`src/rtl/inst_buffer_ctrl.sv`:
```
// ---------------------------------------------------------------------------
// inst_buffer_ctrl
// In-order instruction buffer sitting between fetch and the decoder slots.
// Fetched instruction/PC pairs are queued in a circular array. The oldest
// entries (up to DISP_W) are shown to the decoders combinationally from the
// head pointer. Entries retire as dispatch consumes them. A flush empties the
// buffer, and dispatching a WFI stops the front end until reset.
//
// Ports
//   clock          : system clock, all state updates on posedge
//   reset          : synchronous, active-high
//   fetch_valid    : per-slot fetch valid, contiguous from slot 0 (oldest)
//   fetch_inst     : fetched RV32 instruction words
//   fetch_pc       : PC of each fetched instruction
//   fetch_ready    : a full fetch group can be accepted this cycle
//   dec_valid      : per decoder slot valid, contiguous from slot 0
//   dec_inst       : instruction presented to each decoder slot
//   dec_pc         : PC presented to each decoder slot
//   dispatch_count : number of decoder slots consumed this cycle
//   flush          : discard all buffered instructions
//   halted         : a WFI has been dispatched; front end is stopped
//   count          : current buffer occupancy
// ---------------------------------------------------------------------------
module inst_buffer_ctrl #(
  parameter int DEPTH   = 8,
  parameter int FETCH_W = 2,
  parameter int DISP_W  = 2
) (
  input  logic                         clock,
  input  logic                         reset,
  input  logic [FETCH_W-1:0]           fetch_valid,
  input  logic [FETCH_W-1:0][31:0]     fetch_inst,
  input  logic [FETCH_W-1:0][31:0]     fetch_pc,
  output logic                         fetch_ready,
  output logic [DISP_W-1:0]            dec_valid,
  output logic [DISP_W-1:0][31:0]      dec_inst,
  output logic [DISP_W-1:0][31:0]      dec_pc,
  input  logic [$clog2(DISP_W+1)-1:0]  dispatch_count,
  input  logic                         flush,
  output logic                         halted,
  output logic [$clog2(DEPTH+1)-1:0]   count
);

  localparam int PW = $clog2(DEPTH);
  localparam int CW = $clog2(DEPTH+1);
  localparam int NW = $clog2(DISP_W+1);
  localparam int FW = $clog2(FETCH_W+1);
  localparam logic [31:0]   WFI_INST  = 32'h10500073;
  localparam logic [CW-1:0] READY_LIM = CW'(DEPTH - FETCH_W);

  logic [31:0]   r_memInst [DEPTH];
  logic [31:0]   r_memPc   [DEPTH];
  logic [PW-1:0] r_head;
  logic [PW-1:0] r_tail;
  logic [CW-1:0] r_count;
  logic          r_halted;

  logic [FW-1:0] w_nIn;
  logic [NW-1:0] w_nValid;
  logic [NW-1:0] w_nOut;
  logic          w_wfiSeen;
  logic          w_wfiHit;
  logic          w_enq;

  assign count       = r_count;
  assign halted      = r_halted;
  // Space check uses only registered occupancy; a slot freed by dispatch
  // in the same cycle does not count towards accepting fetch.
  assign fetch_ready = !r_halted && (r_count <= READY_LIM);
  assign w_enq       = fetch_ready && !flush;

  // Count incoming instructions in the fetch group.
  always_comb begin
    w_nIn = '0;
    for (int i = 0; i < FETCH_W; i++) begin
      if (fetch_valid[i]) w_nIn = w_nIn + FW'(1);
    end
  end

  // Show-ahead presentation from head. A WFI closes its group so that
  // nothing younger can be dispatched alongside it.
  always_comb begin
    dec_valid = '0;
    dec_inst  = '0;
    dec_pc    = '0;
    w_wfiSeen = 1'b0;
    w_nValid  = '0;
    for (int i = 0; i < DISP_W; i++) begin
      dec_inst[i] = r_memInst[r_head + PW'(i)];
      dec_pc[i]   = r_memPc[r_head + PW'(i)];
      if (!r_halted && !w_wfiSeen && (CW'(i) < r_count)) begin
        dec_valid[i] = 1'b1;
        w_nValid     = w_nValid + NW'(1);
        if (dec_inst[i] == WFI_INST) w_wfiSeen = 1'b1;
      end
    end
  end

  // Clamp dispatch to what is actually valid, then see whether the
  // consumed slots include a WFI.
  always_comb begin
    w_nOut   = (dispatch_count < w_nValid) ? dispatch_count : w_nValid;
    w_wfiHit = 1'b0;
    for (int i = 0; i < DISP_W; i++) begin
      if (dec_valid[i] && (dec_inst[i] == WFI_INST) && (NW'(i) < w_nOut))
        w_wfiHit = 1'b1;
    end
  end

  // Pointer, occupancy and halt state. Reset beats flush, and flush
  // discards whatever enqueue/dequeue happened in the same cycle.
  always_ff @(posedge clock) begin
    if (reset) begin
      r_head   <= '0;
      r_tail   <= '0;
      r_count  <= '0;
      r_halted <= 1'b0;
    end else if (flush) begin
      r_head   <= '0;
      r_tail   <= '0;
      r_count  <= '0;
    end else begin
      r_head  <= r_head + PW'(w_nOut);
      if (w_enq) r_tail <= r_tail + PW'(w_nIn);
      r_count <= r_count + (w_enq ? CW'(w_nIn) : CW'(0)) - CW'(w_nOut);
      if (w_wfiHit) r_halted <= 1'b1;
    end
  end

  // Storage array; contents need no reset since validity comes from count.
  always_ff @(posedge clock) begin
    if (!reset && w_enq) begin
      for (int i = 0; i < FETCH_W; i++) begin
        if (fetch_valid[i]) begin
          r_memInst[r_tail + PW'(i)] <= fetch_inst[i];
          r_memPc[r_tail + PW'(i)]   <= fetch_pc[i];
        end
      end
    end
  end

endmodule

```
`config.mk`:
```
export PLATFORM = sky130hd
export DESIGN_NAME = inst_buffer_ctrl
export DESIGN_NICKNAME = d
export VERILOG_FILES = /design/src/rtl/inst_buffer_ctrl.sv
export SDC_FILE = /design/constraint.sdc
export NUM_CORES = 1
export LEC_CHECK = 0
export BUFFER_PORTS_ARGS = -buffer_cell sky130_fd_sc_hd__buf_2
export CORE_MARGIN = 2
export CORE_UTILIZATION = 35
export CTS_CLUSTER_DIAMETER = 120
export DETAILED_ROUTE_END_ITERATION = 10
export HOLD_SLACK_MARGIN = 0.1
export SLEW_MARGIN = 20
export SYNTH_ARGS = -nofsm -noshare
export SYNTH_HDL_FRONTEND = slang
export SYNTH_SLANG_ARGS = --single-unit
```
`constraint.sdc`:
```
create_clock -name clock -period 12.5 [get_ports clock]
set_clock_uncertainty 0.05 [all_clocks]
set_input_delay 3.125 -clock clock [delete_from_list [all_inputs] [get_ports clock]]
set_output_delay 3.125 -clock clock [all_outputs]
set_load 0.1 [all_outputs]
```
==> summary.md <==
| Metric | Value |
|---|---|
| Status | finished, final reports clean |
| Final Total Pwr | 7250 uW |
| Synth-to-layout area growth | 14.7% |
| Net Count, Synth | 2015 |
| Vias per cell | 5.70 |
| Core area | 86600 um2 |
| Async set-reset flop share out of synthesis | 0% |
| Post-DP HPWL | 58000 um |
| GP Congestion | 0.838 |
| Num ports | 271 |
| Die area | 89600 um2 |
| XOR/XNOR Fraction of Synth Area | 0.254% |
| Layout cells sized above 1 | 57.0% |
| WS Path Type | reg2out |
| Register area share after synthesis | 51.1% |
| CP Max Fanout | 64 |
| PortBufs | 270 |
| Drt wl/cell | 29.1 um |
| Nets | 2245 |
| Reg2Reg Depth | 20 |
| Worst Path Arrival | 5.20 ns |
| Sink Count | 523 |
| Initial Util | 35.2% |
| Hold depth | 2 |
| Final min period | 8.38 ns |
| Slew @ Worst Pin | 1.10 ns |
| Synthesized-area fraction occupied by adder cells | 0.836% |
| Main combinational cell family by area after synthesis | multiplexers |
| Reg power frac | 28.3% |
| Overflow after GRT | 0 |
| Final Setup Violations | 0 |
| Post-synthesis compound-gate area fraction | 1.27% |
| Multiplexer share of the synthesized area | 40.1% |
| Slew Viols, Final | 0 |
| Global-route wire length before repair | 139000 um |
| Synth Warn # | 0 |
| Fmax | 119 MHz |
| Final ANT Viol Nets | 0 |
| Power Density | 207 nW/um2 |
| Max-Cap Viols | 0 |
| Final Non-Filler Cells | 3304 |
| Most frequent cell after synthesis | mux2_2 |
| Post-synth top area share | 50.4% |
| Largest area contributor in the netlist | edfxtp_1 |
| Die H | 299 um |
| Synth Flop Type | edfxtp_1 |
| Pleak | 0.0114 uW |
| Simple-Gate Fraction of Synth Area | 3.49% |
| Hold WC Path Type | reg2reg |
| Num rows | 108 |
| Post CTS Setup Buffer Count | 0 |
| Largest net degree at the start of global routing | 66 |
| Reg2reg end | count[2] |
| WHS Endpoint | r_tail[2] |
| Internal power | 3980 uW |
| Worst vdd ir | 331 uV |
| RSZ-0062 raised after global routing | no |
| Total Routing Usage GR | 21.1% |
| Hold path startpoint | r_tail[2] |
| Drt total wl | 96100 um |
| Final Hold Violating Endpoints | 0 |
| Clock tree buffer depth | 3 |
| Iteration-0 DRC Markers | 1573 |
| CTS tree | done |
| Die W | 299 um |
| Clock share of power | 25.0% |
| Placed insts | 3187 |
| Initial antenna violation count | 31 |
| Root buffer cell | clkbuf_16 |
| Setup slack, reg-to-reg | 6.31 ns |
| Worst EP required | 9.32 ns |
| Synthesized instance count | 1862 |
| Synth Register Bits | 523 |
| Synth Area per Inst | 16.4 um2 |
| Clk slew on worst S/H paths | 0.06 ns |
| Relative slew slack | 25.8% |
| Post-synth EDFFs | 512 |
| H-Tree Depth | 2 |
| Switch share | 45.1% |
| Sw power | 3270 uW |
| First-pass DRT Iterations | 5 |
| Synth area leaders | edfxtp_1 (50%), mux2_2 (21%), mux4_2 (16%), nand2_1 (1.9%), mux2i_1 (1.6%) |
| Netlist cell types | 56 |
| Worst r2r src | r_head[2] |
| Critical Path Sink Type | primary output |
| Startpoint types | flop |
| Fin crit share | 67.0% |
| Post-CTS Resized | 0 |
| Hold Buf Count CTS | 0 |
| Remaining DRCs | 0 |
| Via Count | 18800 |
| Vias in the first global route | 19900 |
| Logic pwr share | 46.7% |
| Top cells by count, synth | mux2_2 (576), edfxtp_1 (512), mux4_2 (220) |
| Clock insertion delay at the later pin of the skew report | 0.61 ns |
| Final setup TNS | 0 ns |
| Cell Area, Synth | 30500 um2 |
| TritonCTS buffer count | 58 |
sequential cells by signal, indices dropped and copies added, names as in the netlist:
name,cells
count,4
halted,1
r_head,3
r_memInst,256
r_memPc,256
r_tail,3
per-layer routing:
layer	GRT usage (%)	vias to the layer above	routed length (um)
met5	0	-	195
met4	7.30	30	3170
met3	4.81	193	6740
met2	36.7	676	49000
met1	25.8	9893	37000
li1	-	8049	-
area by class of cell:
type | count | area, um2
Sequential cell | 523 | 15600
Timing Repair Buffer | 307 | 1630
Tap cell | 1155 | 1450
Clock buffer | 64 | 1500
Fill cell | 7869 | 51600
Clock inverter | 43 | 505
Antenna cell | 10 | 25.0
Inverter | 32 | 120
Multi-Input combinational cell | 1170 | 14200
logic make-up (layout without fill, tap and decap cells):
kind of cell	Yosys count	after routing
multiplexers	856	856
flip-flops	523	523
AND/OR/NAND/NOR	240	240
buffers and inverters	169	446
AO/OA/AOI/OAI	48	48
adder cells (fa/ha/maj)	18	18
XOR/XNOR	8	8
other	0	10
critical path, stage by stage, from the launching register on:
cell and delay [ns]:
dfxtp_4 0.87, buf_4 0.86, xor2_4 0.19, buf_4 0.75, mux2i_1 0.18, a32o_1 0.26, a221oi_1 0.69, buf_2 0.57
worst max-delay path by stage:
stage	startpoint	endpoint	slack [ns]	cells past startpoint
after floorplan	flush	r_memInst[0][0]	3.50	3
after global placement	r_head[2]	dec_inst[62]	4.82	7
after detailed placement	r_head[2]	dec_inst[62]	4.77	7
after CTS	r_head[2]	dec_inst[62]	4.08	7
after global routing	r_head[0]	dec_pc[38]	3.89	7
final	r_head[2]	dec_inst[62]	4.12	7
stage by stage:
stage | setup WS, ns | util, % | instance area, um2 | hold WS (ns)
after global placement | 4.82 | 38.1 | 33000 | 0.540
after global routing | 3.89 | 40.4 | 35000 | 0.599
after floorplan | 3.50 | - | 30500 | 0.484
after CTS | 4.08 | 40.4 | 35000 | 0.562
final | 4.12 | 40.4 | 35000 | 0.572
after detailed placement | 4.77 | 38.1 | 33000 | 0.552
power groups by stage:
stage               registers, uW  clock network (uW)  logic, uW
floorplan                    2090                   0       2740
global placement             2090                   0       3380
detailed placement           2090                   0       3410
CTS                          2050                1850       3420
global route                 2060                1910       3530
finish                       2050                1820       3380
cells in the final DEF, fill, tap and decap left out, types with 3 or more instances in the layout:
cell type   instances
a21oi_1             3
nor4_1              8
nor3b_1             4
nand2_1           151
dfxtp_1             8
a221oi_1            7
o21ai_0             3
o21bai_4            6
xnor2_1             4
mux2i_1            48
buf_2             270
o22ai_1             4
buf_4              37
mux4_2            220
nor2_1             33
nor4_2              3
fa_1                4
nand3_1             5
clkbuf_16          59
nor2b_1             3
mux2_2            576
mux4_1             12
dfxtp_4             3
ha_1               13
clkinvlp_4          8
nand4_1             4
o211ai_1            3
edfxtp_1          512
inv_1              32
diode_2            10
nand2b_1            4
bufinv_16          11
clkinv_2            8
a32o_1              7
clkbuf_1            5
clkinv_1           13
and2_1              7
and3_4              4
nor3_1              3
Power figures use the tool's default switching activity.
